[src/rtl/acc_exec_sequencer.sv]
// Execute-stage sequencer: owns the accumulator, feeds the ALU operands and writes
// the ALU result back, optionally repeating one opcode a fixed number of extra times.
module acc_exec_sequencer #(
    parameter int WIDTH = 8,
    parameter int OPW   = 4,
    parameter int CNTW  = 3
) (
    input  logic             clk,
    input  logic             rst,
    input  logic             req_valid,
    output logic             req_ready,
    input  logic [OPW-1:0]   req_opcode,
    input  logic [WIDTH-1:0] req_operand,
    input  logic [CNTW-1:0]  req_count,
    input  logic             flush,
    output logic [WIDTH-1:0] alu_a,
    output logic [WIDTH-1:0] alu_b,
    output logic [OPW-1:0]   alu_opcode,
    input  logic [WIDTH-1:0] alu_y,
    output logic [WIDTH-1:0] acc,
    output logic             zero,
    output logic             busy,
    output logic             done
);

    typedef enum logic [1:0] {IDLE, EXEC, DONE} state_t;

    localparam logic [OPW-1:0] OP_LOAD = '1;

    state_t           state_q, state_d;
    logic [WIDTH-1:0] acc_q, acc_d;
    logic [WIDTH-1:0] operand_q, operand_d;
    logic [OPW-1:0]   opcode_q, opcode_d;
    logic [CNTW-1:0]  remain_q, remain_d;
    logic             zero_q, zero_d;

    always_ff @(posedge clk) begin
        if (rst) begin
            state_q   <= IDLE;
            acc_q     <= '0;
            operand_q <= '0;
            opcode_q  <= '0;
            remain_q  <= '0;
            zero_q    <= 1'b1;
        end else begin
            state_q   <= state_d;
            acc_q     <= acc_d;
            operand_q <= operand_d;
            opcode_q  <= opcode_d;
            remain_q  <= remain_d;
            zero_q    <= zero_d;
        end
    end

    always_comb begin
        state_d   = state_q;
        acc_d     = acc_q;
        operand_d = operand_q;
        opcode_d  = opcode_q;
        remain_d  = remain_q;
        case (state_q)
            IDLE: begin
                if (req_valid && !flush) begin
                    opcode_d  = req_opcode;
                    operand_d = req_operand;
                    remain_d  = req_count;
                    state_d   = EXEC;
                end
            end
            EXEC: begin
                // An abort leaves acc at the last fully completed iteration.
                if (flush) begin
                    state_d = IDLE;
                end else if (opcode_q == OP_LOAD) begin
                    acc_d   = operand_q;
                    state_d = DONE;
                end else begin
                    acc_d = alu_y;
                    if (remain_q == '0) state_d = DONE;
                    else                remain_d = remain_q - CNTW'(1);
                end
            end
            DONE:    state_d = IDLE;
            default: state_d = IDLE;
        endcase
        // acc_d equals acc_q when nothing is written, so this tracks every write.
        zero_d = (acc_d == '0);
    end

    assign req_ready  = (state_q == IDLE);
    assign busy       = (state_q != IDLE);
    assign done       = (state_q == DONE);
    assign alu_a      = acc_q;
    assign alu_b      = operand_q;
    assign alu_opcode = opcode_q;
    assign acc        = acc_q;
    assign zero       = zero_q;

endmodule

[config.mk]
export PLATFORM = sky130hd
export DESIGN_NAME = acc_exec_sequencer
export DESIGN_NICKNAME = d
export VERILOG_FILES = /design/src/rtl/acc_exec_sequencer.sv
export SDC_FILE = /design/constraint.sdc
export NUM_CORES = 1
export LEC_CHECK = 0
export CORE_ASPECT_RATIO = 2
export CORE_UTILIZATION = 37
export DETAILED_ROUTE_END_ITERATION = 10
export GPL_TIMING_DRIVEN = 0
export PLACE_DENSITY = 0.76
export SLEW_MARGIN = 10
export SYNTH_ARGS = -nofsm -noshare
export SYNTH_HDL_FRONTEND = slang
export SYNTH_SLANG_ARGS = --single-unit
[constraint.sdc]
create_clock -name clk -period 1.5 [get_ports clk]
set_clock_uncertainty 0.1 [all_clocks]
set_input_delay 0.225 -clock clk [delete_from_list [all_inputs] [get_ports clk]]
set_output_delay 0.225 -clock clk [all_outputs]
set_load 0.05 [all_outputs]
== Word level (Yosys, flattened, before mapping) ==
Cells that the tools add are included.

* Flip-flop bits (word level): 26
* Bits of input ports: 27
* Output and inout bits: 32
* Logic and storage cells: 38

* Add/subtract/negate cells: 1
* Equality and inequality tests: 8
* Mux-type cells: 13
* Reduce and logical (&&, ||, !) cells: 10

{| class="wikitable"
|+ Operators by type and width
! kind !! count
|-
| 2-to-1 mux 8 bit || 3
|-
| 2-to-1 mux 3 bit || 4
|-
| zero test 8 bit || 1
|-
| 2-to-1 mux 2 bit || 4
|-
| inequality test 2 bit, second input constant || 3
|-
| case mux 3 bit (2 select lines) || 1
|-
| AND reduction 5 bit || 1
|-
| equality test 4 bit, second input constant || 1
|-
| inequality test 4 bit, second input constant || 1
|-
| case mux 2 bit (2 select lines) || 1
|-
| AND reduction 2 bit || 2
|-
| nonzero test 2 bit || 2
|-
| zero test 3 bit || 1
|-
| subtractor 3 x 1 -> 3 bit, second input constant || 1
|-
| equality test 2 x 1 -> 1 bit, second input constant || 1
|-
| equality test 2 bit, second input constant || 1
|-
| zero test 2 bit || 1
|-
| inequality test 2 x 1 -> 1 bit, second input constant || 1
|-
| logical AND 1 bit || 1
|-
| zero test 1 bit || 1
|}

== Longest topological paths before layout ==
* Depth after elaboration: 5
* Depth in mapped cells: 6
* Depth with buffers taken out: 5

== Worst setup path before layout ==
OpenSTA, ideal clock, no wires.

* Path kind: reg2out
* Start: register state_q[1]
* End: output port busy
* Data arrival time: 1.565 ns
* Data required time: 1.175 ns
* Slack: -0.390 ns
* Stages on the path, launching flop included: 4
* Path buffers: 1
* Path through: dfxtp_1 -> buf_6 -> nor2_1 -> inv_1

* Cells in the longest elaborated chain, start to end: 1

{| class="wikitable"
|+ Ends and longest elaborated chain
! what !! line !! text
|-
| start, declared || 30 || <nowiki>state_t state_q, state_d;</nowiki>
|-
| start signal, assigned || 46 || <nowiki>state_q <= state_d;</nowiki>
|-
| nonzero test 2 bit || 91 || <nowiki>assign busy = (state_q != IDLE);</nowiki>
|-
| end, declared || 22 || <nowiki>output logic busy,</nowiki>
|}

Every way passes these cells.

== Worst setup path after layout ==
* Start: register state_q[0]
* End: register remain_q[1]

* Cells in the longest elaborated chain, start to end: 3
* Elaborated cells between the ends (all ways): 9
* Classes of those cells: eq/ne (5); mux (1); reduce/logical (3)

{| class="wikitable"
|+ Ends and longest elaborated chain
! what !! line !! text
|-
| equality test 2 x 1 -> 1 bit or zero test 2 bit (tied branches) || 61 || <nowiki>case (state_q)</nowiki>
|-
| inequality test 2 bit (no line) (tied with other cells) || -- ||
|-
| AND reduction 5 bit (no line) || -- ||
|-
| end signal, assigned || 50 || <nowiki>remain_q <= remain_d;</nowiki>
|-
| end, declared || 34 || <nowiki>logic [CNTW-1:0] remain_q, remain_d;</nowiki>
|}

Parallel ways exist; a longest one is shown, timed or not.
A chain may end at the register's enable or synchronous reset.

==> results.yml <==
cts:
  clk_latency_ns: 0.27
  postCtsHoldBufs: 0
  clkTransAtPathRegs_ns: 0.09
  cts_tree: "built"
  clockBufferDepth: 2
  cts_buffers: 3
  numClockSinks: 26
  cts_root_buf: "clkbuf_8"
  htreeDepth: 1
hold_path:
  hp-class: "in -> reg"
timing:
  setup_viol: 6
  finalCritPeriodShare: 1.04
  maxSlewHeadroom: 0.630
  tns_ns: -0.0907
  final_hold_viol_count: 0
  maxSlewViolCount: 0
  fin_crit_ns: 1.55
  worstMarginPinSlew_ns: 0.555
  layout_setup_ws_ns: -0.0546
  fmax_mhz: 643
  rsz0062_at_grt: "yes"
global_route:
  antenna_found_initial: 0
  grt_pass1_vias: 1287
  overflow: 0
  grt_first_pass_wirelength_mm: 5.93
  grt_max_degree: 16
  grt_use_total: 0.208
die:
  die_area_um2: 3760
  die-height_um: 85.7
  row_count: 30
  core_um2: 3380
  start_util: 0.384
  die_x_um: 43.9
  io_pins: 59
setup_path:
  worstPathRequired_ns: 1.54
  worst_setup_path_end_kind: "register"
  worst-path-buf-inv: 1
  critPathTopFamily: "simple AND/OR/NAND/NOR gates"
  max_stage_delay_ns: 0.61
  critPathMaxFanout: 7
  critical_path.cell_chain: "or4b_4 > buf_8 > o311ai_4 > o31ai_2"
  start_kind: "register"
  cp_slowest_cell: "or4b_4"
  cp.arrival_ns: 1.60
  critPathKind: "reg -> reg"
route:
  via_count: 1420
  drt-pass1-iter-count: 9
  drt_iter0_drc: 60
  wl_per_cell_um: 14.8
  viasPerCell: 5.48
  drt-total-wl_mm: 3.83
  ant_nets: 0
  drc_errors: 2
place:
  dp_hpwl_mm: 2.64
  portBuffers: 57
  dp_cells: 249
  pre_cts_slack_ns: -0.481
  finalWeightedCongestion: 0.743
cells_and_area:
  regArea_um2: 533
  finalNonFillerCells: 259
  drive_gt1_frac: 0.352
  multi_input_area_um2: 701
  fillCellCount: 320
  area_growth_pct: 63.2
  antenna_cells: 0
  nNetsFinal: 257
yosys:
  syn_nets: 189
  syn_inst: 160
  syn_area_per_cell_um2: 8.11
  ys_top_cells_by_count: "nand2_1 (40), dfxtp_1 (26), a21oi_1 (14), nor2_1 (11), buf_4 (9)"
  synth-edff-count: 0
  async_reset_ff_frac: 0
  synth.largest_area_cell: "dfxtp_1"
  seq_area_frac_synth: 0.401
  synth_cell_types: 30
  synth_ff_type: "dfxtp_1"
  synth_top_area_frac: 0.401
  synth.top_cells.by_area: "dfxtp_1 (40%), nand2_1 (12%), a21oi_1 (5.4%)"
  syn-cell-area_um2: 1300
  ys_seq_elements: 26
  yosysMostFrequentCell: "nand2_1"
  ys_warn_count: 0
outcome:
  violations: "DRC, setup timing"
  status: "finished with violations"
power:
  cellPowerDensity_nw_per_um2: 847
  switching_share: 0.291
  peakVddDrop_uv: 801
  seq_power_share: 0.423
  switchingPower_uw: 521
  p_int_uw: 1270
  p_comb_frac: 0.256
  p_clk_frac: 0.321
  p_total_uw: 1790
  power_leakage_uw: 0.000837
job:
  drv_cap: 0
cell families after synthesis:
logic type,count (synthesis),share of synthesized area
adders and majority gates,2,0.0193
buffers and inverters,24,0.110
DFF,26,0.401
muxes,1,0.00771
AOI/OAI and AO/OA,33,0.183
and+or+nand+nor,74,0.279
flip-flops by register name, indices dropped and copies added (netlist names):
register	count
alu_opcode	4
remain_q	3
acc	8
zero	1
alu_b	8
state_q	2
area by class of cell:
cell class                 instances  area share
multi-input combinational        110       0.331
timing repair buffer              66       0.298
tap                               32      0.0189
clock inverter                     1      0.0142
buffer                            16      0.0573
clock buffer                       3      0.0195
inverter                           5     0.00887
sequential                        26       0.252
layer usage:
layer | part of all wire | wire length [um] | vias to the layer above | track usage
li1 | - | - | 682 | -
met1 | 0.36 | 1370 | 671 | 0.229
met2 | 0.58 | 2200 | 61 | 0.387
met3 | 0.048 | 182 | 6 | 0.0189
met4 | 0.018 | 69 | 0 | 0.0826
met5 | 0 | 0 | - | 0
per-stage QoR:
step	hold WS, ns	utilization	area (um^2)
floorplan	0.253	-	1320
global placement	0.355	0.571	1930
detailed placement	0.361	0.571	1930
CTS	0.325	0.621	2100
global route	0.301	0.627	2120
finish	0.296	0.627	2120
worst min-delay path: cells and delay by family:
kind	cells	cell delay [ns]
and+or+nand+nor	2	0.22
AOI/OAI and AO/OA	1	0.05
buffers and inverters	1	0.13
worst paths after layout:
kind,endpoint,cells past startpoint,start,slack [ns]
worst max-delay path,remain_q[1],4,state_q[0],-0.05
worst min-delay path,alu_b[7],4,req_valid,0.30
worst max register to register,remain_q[1],4,state_q[0],-0.05
worst min register to register,alu_opcode[2],2,alu_opcode[2],0.38
repair_timing:
item / 4_1_cts / 5_1_grt
endpoints found under the setup margin: 48 / 32
gates cloned: 1 / 1
pin swaps: 4 / 8
resized for setup: 95 / 41
buffers inserted: 6 / 1
power by group through the flow:
| stage | logic (uW) | registers, uW | clock network, uW |
|---|---|---|---|
| 3_5_place_dp | 446 | 773 | 0 |
| 2_1_floorplan | 181 | 859 | 0 |
| 5_1_grt | 488 | 764 | 619 |
| 6_report | 459 | 759 | 575 |
| 3_3_place_gp | 443 | 773 | 0 |
| 4_1_cts | 454 | 756 | 582 |
cells in the final DEF, fill, tap and decap left out, types with 2 or more instances in the layout:
cell,n
inv_1,5
clkdlybuf4s15_2,16
clkbuf_4,2
nor3_1,2
clkbuf_2,4
a31oi_1,3
dfxtp_1,20
clkbuf_1,3
a21oi_1,11
nand2_1,32
a21oi_2,3
ha_1,2
clkdlybuf4s15_1,4
buf_4,14
nor4_1,6
nand2_2,8
clkdlybuf4s50_1,23
a311oi_1,7
buf_6,3
o21ai_0,2
clkbuf_8,3
buf_2,7
nand4_1,2
nor2b_1,6
dfxtp_4,2
dlygate4sd2_1,2
dfxtp_2,4
nor2_1,10
(Power assumes the default switching activity.)
